$ cat src/rtl/johnson_pkg.sv
// Shared definitions for the Johnson phase monitor: phase word geometry,
// FSM state type and the one-position rotate used to predict the next phase.
package johnson_pkg;

   localparam int PHASE_W = 8;
   localparam logic [PHASE_W-1:0] PHASE_START = 8'h80;

   typedef enum logic [1:0] {
      ACQ    = 2'd0,
      TRACK  = 2'd1,
      LOCKED = 2'd2
   } state_t;

   function automatic logic [PHASE_W-1:0] rotr1(input logic [PHASE_W-1:0] w);
      return {w[0], w[PHASE_W-1:1]};
   endfunction

endpackage

$ cat src/rtl/onehot8_enc.sv
// One-hot to index encoder: 0x80 maps to 0 and 0x01 maps to 7.
// Multi-hot and all-zero words are flagged invalid rather than priority-encoded.
module onehot8_enc
   import johnson_pkg::*;
(
   input  logic [PHASE_W-1:0] onehot,
   output logic [2:0]         idx,
   output logic               vld
);

   always_comb begin
      idx = 3'd0;
      for (int i = 0; i < PHASE_W; i++) begin
         if (onehot[i]) idx = 3'(PHASE_W - 1 - i);
      end
      vld = ($countones(onehot) == 1);
   end

endmodule

$ cat src/rtl/johnson_phase_monitor.sv
// Tracks the decoded Johnson phase, acquires lock after LOCK_CNT good steps,
// and counts revolutions and illegal steps for status/debug logic.
module johnson_phase_monitor
   import johnson_pkg::*;
#(
   parameter int LOCK_CNT = 4,
   parameter int REV_W    = 8,
   parameter int ERR_W    = 8
) (
   input  logic               clk,
   input  logic               rstn,
   input  logic [PHASE_W-1:0] phase_in,
   input  logic               clr,
   output logic [2:0]         phase_idx,
   output logic               idx_vld,
   output logic               locked,
   output logic               rev_pulse,
   output logic [REV_W-1:0]   rev_cnt,
   output logic               err_pulse,
   output logic               err_sticky,
   output logic [ERR_W-1:0]   err_cnt
);

   localparam logic [3:0] LOCK_TGT = 4'(LOCK_CNT);

   state_t             state, state_nxt;
   logic [3:0]         good_cnt, good_cnt_nxt;
   logic [PHASE_W-1:0] prev;
   logic               prev_vld;
   logic [2:0]         in_idx;
   logic               in_vld;
   logic               good_step;
   logic               rev_ev, err_ev;

   onehot8_enc u_enc (
      .onehot (phase_in),
      .idx    (in_idx),
      .vld    (in_vld)
   );

   assign good_step = prev_vld && in_vld && (phase_in == rotr1(prev));

   always_ff @(posedge clk or negedge rstn) begin
      if (!rstn) begin
         state    <= ACQ;
         good_cnt <= 4'd0;
         prev     <= '0;
         prev_vld <= 1'b0;
      end else begin
         state    <= state_nxt;
         good_cnt <= good_cnt_nxt;
         prev     <= phase_in;
         prev_vld <= in_vld;
      end
   end

   always_comb begin
      state_nxt    = state;
      good_cnt_nxt = 4'd0;
      rev_ev       = 1'b0;
      err_ev       = 1'b0;
      unique case (state)
         ACQ: begin
            if (in_vld) state_nxt = TRACK;
         end
         TRACK: begin
            if (good_step) begin
               good_cnt_nxt = good_cnt + 4'd1;
               if (good_cnt + 4'd1 == LOCK_TGT) begin
                  state_nxt    = LOCKED;
                  good_cnt_nxt = 4'd0;
               end
            end else if (!in_vld) begin
               state_nxt = ACQ;
            end
         end
         LOCKED: begin
            if (good_step) begin
               rev_ev = (phase_in == PHASE_START);
            end else begin
               err_ev    = 1'b1;
               state_nxt = in_vld ? TRACK : ACQ;
            end
         end
         default: state_nxt = ACQ;
      endcase
   end

   assign locked = (state == LOCKED);

   // clr coinciding with an event loads the event value instead of zero
   always_ff @(posedge clk or negedge rstn) begin
      if (!rstn) begin
         phase_idx  <= 3'd0;
         idx_vld    <= 1'b0;
         rev_pulse  <= 1'b0;
         err_pulse  <= 1'b0;
         rev_cnt    <= '0;
         err_cnt    <= '0;
         err_sticky <= 1'b0;
      end else begin
         if (in_vld) phase_idx <= in_idx;
         idx_vld   <= in_vld;
         rev_pulse <= rev_ev;
         err_pulse <= err_ev;
         if (clr) begin
            rev_cnt    <= rev_ev ? REV_W'(1) : '0;
            err_cnt    <= err_ev ? ERR_W'(1) : '0;
            err_sticky <= err_ev;
         end else begin
            if (rev_ev) rev_cnt <= rev_cnt + REV_W'(1);
            if (err_ev && (err_cnt != '1)) err_cnt <= err_cnt + ERR_W'(1);
            if (err_ev) err_sticky <= 1'b1;
         end
      end
   end

endmodule

$ cat config.mk
export PLATFORM = sky130hd
export DESIGN_NAME = johnson_phase_monitor
export DESIGN_NICKNAME = d
export VERILOG_FILES = /design/src/rtl/johnson_pkg.sv /design/src/rtl/onehot8_enc.sv /design/src/rtl/johnson_phase_monitor.sv
export SDC_FILE = /design/constraint.sdc
export NUM_CORES = 1
export LEC_CHECK = 0
export BUFFER_PORTS_ARGS = -buffer_cell sky130_fd_sc_hd__buf_2
export CAP_MARGIN = 20
export CORE_UTILIZATION = 50
export DETAILED_ROUTE_END_ITERATION = 10
export GPL_TIMING_DRIVEN = 0
export PLACE_DENSITY = 0.84
export SYNTH_ARGS = -nofsm -noshare
export SYNTH_HDL_FRONTEND = slang
export SYNTH_SLANG_ARGS = --single-unit
$ cat constraint.sdc
create_clock -name clk -period 1.87 [get_ports clk]
set_input_delay 0 -clock clk [delete_from_list [all_inputs] [get_ports clk]]
set_output_delay 0 -clock clk [all_outputs]
set_load 0.005 [all_outputs]
* Word level (Yosys, flattened, before mapping)
Index checks and enable logic that the tools add are counted.
** Storage, ports and cells
- Bits in writable memories :: 0
- Memories kept :: 0
- Input port bits :: 11
- Register bits :: 37
- Bits in read-only memories :: 0
- Word-level logic and storage cells :: 69
- Output and inout port bits :: 24
- Bits in latches :: 0
** Cells by class
- Muxes and demuxes :: 30
- Equal/unequal tests :: 11
- Add/subtract/negate cells :: 10
- Reductions and logical operators :: 8
- Shift-type cells :: 0
- $lt $le $gt $ge :: 0
- Bitwise operators :: 0
- Div/mod/pow operators :: 0
- $mul :: 0
** Operator list (count)
- $add 32x32->32 :: 3
- $eq 32x2->1 const B :: 1
- $mux 8 :: 4
- $mux 3 :: 8
- $add 8x1->8 const B :: 2
- $mux 4 :: 3
- $mux 2 :: 5
- $mux 1 :: 9
- $add 1x1->2 :: 4
- $eq 8x8->1 :: 1
- $eq 8x8->1 const B :: 1
- $ne 8x8->1 const B :: 1
- $ne 3x3->1 const B :: 2
- $pmux 2 s3 :: 1
- $reduce_bool 2->1 :: 3
- $add 4x1->4 const B :: 1
- $eq 4x3->1 const B :: 1
- $ne 2x2->1 const B :: 2
- $reduce_and 4->1 :: 1
- $logic_and 1x1->1 :: 3
- $eq 2x1->1 const B :: 1
- $eq 2x2->1 const B :: 1
- $logic_not 2->1 :: 1

* Longest topological paths before layout
Gate-level depths: netlist of the first run.
- Depth after elaboration :: 11
- Depth in mapped cells :: 17
- Mapped depth without buffers :: 15

* Hierarchy
Synthesis of the first run repeated with hierarchy kept, for this count alone.
** Unflattened totals
- Cell total of the unflattened synthesis :: 197
- Area, all modules :: 2048.2 um^2
** Modules (own cells, without submodules)
- johnson_phase_monitor :: instances 1, sequential area each 925.9 um^2, area each 1770.4 um^2, cells each 162
- onehot8_enc :: instances 1, sequential area each 0.0 um^2, area each 277.8 um^2, cells each 35

* Least setup slack after synthesis of the first run
Ideal clock, no wire load.
- Path kind :: input to register
- Start :: in phase_in[0]
- End :: reg err_cnt[3]
- Required time :: 1745 ps
- Data arrival time :: 3534 ps
- Stages :: 15
- Slack :: -1789 ps
- Library setup time :: 125 ps
- Buffers on the path :: 2
- Cell sequence :: ha_1 > fa_1 > inv_1 > fa_1 > inv_1 > ha_1 > fa_1 > or4b_1 > buf_6 > clkinv_8 > nand4_2 > o31ai_4 > buf_6 > nor3_2 > mux2_4
** On the way
- Longest elaborated chain between the ends :: 10
- Elaborated cells between the ends (all ways) :: 11
- Those cells by class :: add/sub (3); eq/ne (2); mux (2); reduce/logical (4)
** RTL lines
- from (decl) :: line johnson_phase_monitor.sv:12 : input logic [PHASE_W-1:0] phase_in,
- $add 1x1->2 (implied by the code) :: line onehot8_enc.sv:16 : vld = ($countones(onehot) == 1);
- $add 32x32->32 (implied by the code) (2 in a row) :: line onehot8_enc.sv:16
- $eq 32x2->1 :: line onehot8_enc.sv:16
- named net in_vld :: line johnson_phase_monitor.sv:31 : logic in_vld;
- $logic_and 1x1->1 (2 in a row) :: line johnson_phase_monitor.sv:41 : assign good_step = prev_vld && in_vld && (phase_in == rotr1(prev));
- $mux 1 :: line johnson_phase_monitor.sv:78 : if (good_step) begin
- $mux 1 :: line johnson_phase_monitor.sv:62 : unique case (state)
- $logic_and 1x1->1 :: line johnson_phase_monitor.sv:112 : if (err_ev && (err_cnt != '1)) err_cnt <= err_cnt + ERR_W'(1);
- $reduce_bool 2->1 (no source line)
- to (signal assigned) :: line johnson_phase_monitor.sv:108 : err_cnt <= err_ev ? ERR_W'(1) : '0;
- to (signal assigned) :: line johnson_phase_monitor.sv:112
- to (decl) :: line johnson_phase_monitor.sv:21 : output logic [ERR_W-1:0] err_cnt
The timed path passes the listed nets, and every way through them passes these cells.
A chain may end at the register's enable or synchronous reset.

* Worst setup path after layout of the first run
- Start :: in phase_in[4]
- End :: reg rev_cnt[4]
** On the way
- Longest elaborated chain between the ends :: 9
- Elaborated cells between the ends (all ways) :: 11
- Those cells by class :: add/sub (3); eq/ne (3); mux (2); reduce/logical (3)
** RTL lines
- $add 1x1->2 (implied by the code) :: line onehot8_enc.sv:16
- $add 32x32->32 (implied by the code) (2 in a row) :: line onehot8_enc.sv:16
- $eq 32x2->1 :: line onehot8_enc.sv:16
- named net in_vld :: line johnson_phase_monitor.sv:31
- $logic_and 1x1->1 (2 in a row) :: line johnson_phase_monitor.sv:41
- $mux 1 :: line johnson_phase_monitor.sv:78
- $mux 1 :: line johnson_phase_monitor.sv:62
- $reduce_bool 2->1 (no source line)
- to (signal assigned) :: line johnson_phase_monitor.sv:107 : rev_cnt <= rev_ev ? REV_W'(1) : '0;
- to (signal assigned) :: line johnson_phase_monitor.sv:111 : if (rev_ev) rev_cnt <= rev_cnt + REV_W'(1);
- to (decl) :: line johnson_phase_monitor.sv:18 : output logic [REV_W-1:0] rev_cnt,
The timed path passes the listed nets, and every way through them passes these cells.

==> impl_results.md, run 1 <==
- Worst reg-to-reg setup slack: -10 ps
- CTS max path bufs: 2
- Commonest non-fill, non-tap cell in the layout: dfrtp_1
- Final hold vios: 0
- I/O pin count: 35
- Max H-tree Level: 2
- Die area: 4593 um2
- Clk sink count: 37
- Arrival time worst endpoint: 3610 ps
- Crit. End Element: flop
- Final period util: 181.6%
- CTS tree: built
- Fraction of layout cells with a size suffix above 1: 37.05%
- Syn Nets: 239
- Post-synth EDFFs: 0
- Rel. slew slack: 45.19%
- Synthesis-stage register bit count: 37
- Failing checks: negative setup slack
- Leak Pwr: 1.428 nW
- Worst setup SP type: input port
- Global route overflow: 0
- Setup Viol. Count Final: 29
- Placeable Area: 4086 um2
- Status: complete, but fails checks
- Synth Area per Inst: 10.40 um2
- Die height: 67.78 um
- Hold Crit Start: phase_in[6]
- Die width: 67.78 um
- Via count: 1751
- Async SR Flop Fraction: 100.0%
- Routed wire length per instance: 14.55 um
- Max Fanout on Critical Path: 4
- # Max-Cap Violations: 0
- Iter 0 DRT Violations: 137
- Count of pins over their slew limit: 0
- Largest net degree at the start of global routing: 38
- Unrepaired setup endpoints after global routing: yes
- Syn Inst Count: 208
- Unique masters post-synth: 47
- Worst Skew: 8.952 ps
- Gr usage total: 21.77%
- Terminus of the critical flop-to-flop path: err_cnt[5]
- Worst reg2reg path startpoint: state[1]
- Critical path class: in2reg
- Vias in the first global route: 1710
- CTS buffer count: 5
- Critical Path RT: 2090 ps
- Crit path time final: 3396 ps
- Setup crit end: rev_cnt[4]
- Post-Route WL: 4.771 mm
- Antenna cells: 0
- Least-Margin Pin Slew: 822.2 ps
- Worst VDD drop: 0.3884 mV
- Pre-CTS setup slack: -2031 ps
- Starting Density: 52.94%
- Crit path launch: phase_in[4]
- Synthesis Warnings: 0
- Syn-to-layout area delta: 37.65%
- Clock transition at path regs: 70 ps
- Drt via density: 5.338
- Commonest cells after routing, fill and taps aside: 37 x dfrtp_1, 30 x buf_2, 14 x buf_4
- Port Buffer Count: 34
- DP HPWL: 3.020 mm
- Fmax: 294.4 MHz
- Ys flop type: dfrtp_1
- FP Rows: 23
- Synthesized area: 2163 um2
- Layout net count: 308
- Post-synthesis sequential area ratio: 42.80%
- DR pass1 iterations: 4
- Worst skew pair latency: 290 ps
- Worst hold slack: 47.57 ps
- FF-to-FF path depth: 6
- CTS Root Cell: clkbuf_8
- DRC: 0
- Count of antenna-violating nets left after detailed routing: 0
- Final Power: 1.980 mW
- Hold Path Class: in2reg
- Initial antenna violation count: 0
- First-pass GRT wire length: 7.286 mm
- Smallest setup slack after layout: -1526 ps
- GP Congestion: 0.7805
- PwrDens: 665.0 nW/um2
-- flip-flops by register name (all words and copies together), names as in the netlist --
name and cells:
err_cnt 8, prev 8, rev_cnt 8, good_cnt 4, phase_idx 3, state 2
err_pulse 1, err_sticky 1, idx_vld 1, rev_pulse 1
-- where the power goes --
part	leakage (nW)	total [mW]	internal, mW	switching [mW]
Clock	0.0542	0.614	0.333	0.281
Combinational	0.878	0.484	0.235	0.249
Sequential	0.495	0.882	0.846	0.0359
-- cell families (layout without fill, tap and decap cells) --
group | after synthesis | count (layout) | synth area share [%]
adders and majority gates | 21 | 21 | 13.42
muxes | 3 | 3 | 1.677
AOI/OAI and AO/OA | 33 | 33 | 9.775
and+or+nand+nor | 75 | 75 | 21.57
xor gates and xnor gates | 10 | 10 | 4.048
buffers and inverters | 29 | 99 | 6.709
DFF | 37 | 37 | 42.80
-- worst max-delay path, cell delays in order --
cell and delay [ps]:
buf_12 110, ha_4 150, fa_1 550, inv_2 50, fa_1 500, inv_1 40, ha_2 160, fa_1 410
or4b_1 490, buf_6 150, clkinv_8 50, and4_4 240, nand4_4 80, buf_4 160, or3_1 320, a21oi_2 130
-- timing repair --
item	4_1_cts	5_1_grt
buffers inserted	13	3
pin swaps	15	5
endpoints found under the setup margin	29	29
hold endpoints to repair	46	0
hold buffers	10	0
resized for setup	30	12
gates cloned	2	0
-- routing by layer --
layer  part of all wire (%)  GRT usage [%]  wire length, um  vias up
li1                       -              -                -      857
met1                     43          24.95             2050      842
met2                     51          38.00             2457       40
met3                    3.2          4.561              155       12
met4                    2.3          10.94              108        0
met5                      0              0                0        -
-- per-stage QoR --
stage               instances  cell area, um2  utilization, %  TNS (ps)
global placement          292            2471           60.47    -50150
detailed placement        292            2471           60.47    -51740
floorplan                 208            2238               -    -39160
global route              328            2978           72.87    -42570
finish                    328            2978           72.87    -38900
CTS                       325            2898           70.91    -38530
-- synth_stat cells (2+ instances only) --
cell type | instances | area [um2]
dfrtp_1 | 37 | 925.9
inv_1 | 21 | 78.83
ha_1 | 16 | 200.2
a21oi_1 | 13 | 65.06
nand2_1 | 12 | 45.04
xnor2_1 | 10 | 87.58
nor2_1 | 8 | 30.03
o21ai_0 | 8 | 40.04
nor2b_1 | 7 | 43.79
and2_1 | 5 | 31.28
and3_1 | 5 | 31.28
nor3_1 | 5 | 25.02
fa_1 | 4 | 80.08
nand2b_1 | 4 | 25.02
nand4_1 | 4 | 25.02
o31ai_1 | 4 | 30.03
or3_1 | 4 | 25.02
and4_1 | 3 | 26.28
buf_6 | 3 | 33.78
nand3_1 | 3 | 15.01
or4_1 | 3 | 22.52
clkbuf_1 | 2 | 7.510
nand3b_1 | 2 | 15.01
o32ai_1 | 2 | 17.52
-- worst min-delay path by stage --
stage	cells past startpoint	slack (ps)	endpoint
3_5_place_dp	1	140	err_cnt[7]
5_1_grt	2	50	phase_idx[1]
2_1_floorplan	0	-300	err_cnt[0]
3_3_place_gp	1	140	err_cnt[7]
6_report	2	50	phase_idx[1]
4_1_cts	2	4	phase_idx[1]
-- layout make-up --
class	count	area, um2
inverter	23	106.4
fill	283	1109
clock inverter	1	5.005
multi-input combinational	142	1266
tap	50	62.56
timing repair buffer	62	469.2
clock buffer	7	96.34
buffer	6	46.29
sequential	37	925.9
(Power assumes the default switching activity.)
==> run 2, diff against run 1 <==
- CELL_PAD_IN_SITES_DETAIL_PLACEMENT: default -> 1
- CELL_PAD_IN_SITES_GLOBAL_PLACEMENT: default -> 1
- CORE_UTILIZATION: 50 -> 44
- PLACE_DENSITY: 0.84 -> 0.92
==> run 2 against run 1 <==
The run still ends with negative setup slack left. Sequential power up 0.9%. Flip-flop and latch count unchanged. Clock skew up 1.2 ps. Final area increased by 4.3%. Via count grew 12%. Sequential share of layout area decreased by 1.3 points. Highest routed layer unchanged.
==> impl_results.md, run 2 (same netlist as run 1, synthesis figures left out) <==
- Status: complete, but fails checks
- Failing checks: negative setup slack
- CTS tree: built
- Max Fanout on Critical Path: 5 (+1)
- Largest net degree at the start of global routing: 38 (unchanged)
- PwrDens: 631.8 nW/um2 (-5.0%)
- Worst setup SP type: input port
- Post-route insts no fill: 347 (+5.8%)
- Gr usage total: 27.52% (+5.7 points)
- Antenna cells: 0 (unchanged)
- Top Registers: err_cnt x8, prev x8, rev_cnt x8
- Critical Path RT: 2080 ps (about the same)
- Commonest cells after routing, fill and taps aside: 37 x dfrtp_1, 29 x buf_2, 13 x buf_6
- Leak Pwr: 1.469 nW (+2.9%)
- Max H-tree Level: 2 (unchanged)
- Hold Path Class: in2reg
- Met1 Usage GRT: 30.98% (+6.0 points)
- Setup TNS: -42910 ps (-4006 ps)
- Unrepaired setup endpoints after global routing: yes
- Placeable Area: 4723 um2 (+16%)
- Drt via density: 5.640 (+5.6%)
- I/O pin count: 35 (unchanged)
- Rel. slew slack: 44.76% (-0.43 points)
- Setup Viol. Count Final: 29 (unchanged)
- Worst Skew: 10.15 ps (+1.203 ps)
- # Max-Cap Violations: 0 (unchanged)
- CP max stage cell: fa_1
- CTS Root Cell: clkbuf_8
- Routed wire length per instance: 21.79 um (+50%)
- Worst stage delay on the critical path: 560 ps (about the same)
- DR pass1 iterations: 5 (+1)
- Die height: 72.12 um (+6.4%)
- Critical path class: in2reg
- Initial antenna violation count: 0 (unchanged)
- Vias in the first global route: 2074 (+21%)
- Least-Margin Pin Slew: 828.6 ps (+6.419 ps)
- Port Buffer Count: 34 (unchanged)
- Iter 0 DRT Violations: 110 (-20%)
- Fmax: 282.0 MHz (-4.2%)
- GP Congestion: 0.7563 (-3.1%)
- Syn-to-layout area delta: 43.61%
- Fraction of layout cells with a size suffix above 1: 42.86% (+5.8 points)
- Count of pins over their slew limit: 0 (unchanged)
- Final period util: 189.6% (+8.0 points)
- Smallest setup slack after layout: -1676 ps (-149.7 ps)
- CTS max path bufs: 2 (unchanged)
- Post-Route WL: 7.561 mm (+58%)
- Finished Core Util: 65.77% (-7.1 points)
- Cell-by-cell trace of the critical path: buf_12 -> ha_4 -> fa_1 -> inv_2 -> fa_1 -> inv_1 -> ha_2 -> fa_1 -> or4b_1 -> buf_6 -> clkinv_8 -> nand4_4 -> o31ai_4 -> buf_6 -> buf_6 -> o31ai_1 -> a21oi_1
- Crit. End Element: flop
- Arrival time worst endpoint: 3750 ps (+140 ps)
- Global route overflow: 0 (unchanged)
- Commonest non-fill, non-tap cell in the layout: dfrtp_1
- Clock transition at path regs: 80 ps (about the same)
- Die area: 5201 um2 (+13%)
- CTS buffer count: 5 (unchanged)
- Worst hold slack: 26.30 ps (-21.27 ps)
- Met3 usage: 5.278% (+0.72 points)
- DP HPWL: 3.532 mm (+17%)
- Via count: 1957 (+12%)
- DRC: 0 (unchanged)
- Met2 Use GR: 50.57% (+13 points)
- Layout net count: 310 (+0.65%)
- Worst skew pair latency: 300 ps (about the same)
- First-pass GRT wire length: 10.56 mm (+45%)
- Pre-CTS setup slack: -2050 ps (-18.32 ps)
- Worst VDD drop: 0.3665 mV (-5.6%)
- Clk sink count: 37 (unchanged)
- Placed cells: 309 (+5.8%)
- Top Usage Layer GRT: met2
- Crit path time final: 3546 ps (+149.8 ps)
- Count of antenna-violating nets left after detailed routing: 0 (unchanged)
- Final hold vios: 0 (unchanged)
- FP Rows: 25 (+8.7%)
- Die width: 72.12 um (+6.4%)
- Starting Density: 45.80% (-7.1 points)
## run 2: changes by cell type in the layout (fill, tap and decap cells not counted), moves of 2 or more
| cell | delta |
|---|---|
| or3_1 | -2 |
| a21oi_1 | -4 |
| a21oi_2 | +4 |
| clkbuf_8 | -2 |
| buf_6 | +3 |
| buf_12 | +3 |
| or3_4 | +2 |
| o21ai_2 | +2 |
| buf_4 | -2 |
| inv_4 | +2 |
| o21ai_1 | -3 |
## run 2: critical path: cells and delay by family
kind                       cells  cell delay, ps
AOI/OAI and AO/OA              3             630
and+or+nand+nor                2             660
adders and majority gates      5            1790
buffers and inverters          7             670
## run 2: final cells by class
cell class	count	area, um2
Timing Repair Buffer	64	533.0
Sequential cell	37	925.9
Tap cell	67	83.83
Fill cell	485	1617
Multi-Input combinational cell	142	1324
Buffer	6	46.29
Clock inverter	2	10.01
Clock buffer	6	72.57
Inverter	23	111.4
## run 2: path summary, 6_finish.rpt
kind / startpoint / to / slack (ps) / cells after the start
max: phase_in[3] / err_cnt[2] / -1680 / 17
min: phase_in[7] / phase_idx[0] / 30 / 2
max reg2reg: prev[5] / err_cnt[2] / -210 / 7
min reg2reg: phase_idx[0] / phase_idx[0] / 530 / 2
max in group asynchronous: rstn / good_cnt[1] / 1000 / 2
min in group asynchronous: rstn / err_pulse / 340 / 2
## run 2: where the power goes
group / internal (mW) / total, mW / switching [mW]
registers: 0.846 / 0.890 / 0.0441
clock network: 0.259 / 0.560 / 0.302
logic: 0.237 / 0.512 / 0.275
total: 1.34 / 1.96 / 0.621
## run 2: through the flow
step	instance area (um2)	power, mW
3_3_place_gp	2492	1.220
6_report	3107	1.963
2_1_floorplan	2238	1.108
4_1_cts	2907	1.854
5_1_grt	3107	2.055
3_5_place_dp	2492	1.240
## run 2: routing by layer
layer / part of all wire (%) / vias up / wire, um
li1: - / 862 / -
met1: 38 / 992 / 2836
met2: 55 / 82 / 4173
met3: 3.9 / 21 / 292
met4: 3.4 / 0 / 259
met5: 0 / - / 0
## run 2: what timing repair did
| item | in CTS | in global routing |
|---|---|---|
| gates cloned | 1 | 0 |
| pin swaps | 13 | 20 |
| endpoints found under the hold margin | 45 | 0 |
| hold buffers | 9 | 0 |
| buffers inserted | 12 | 10 |
| setup endpoints to repair | 29 | 29 |
| resized for setup | 37 | 34 |
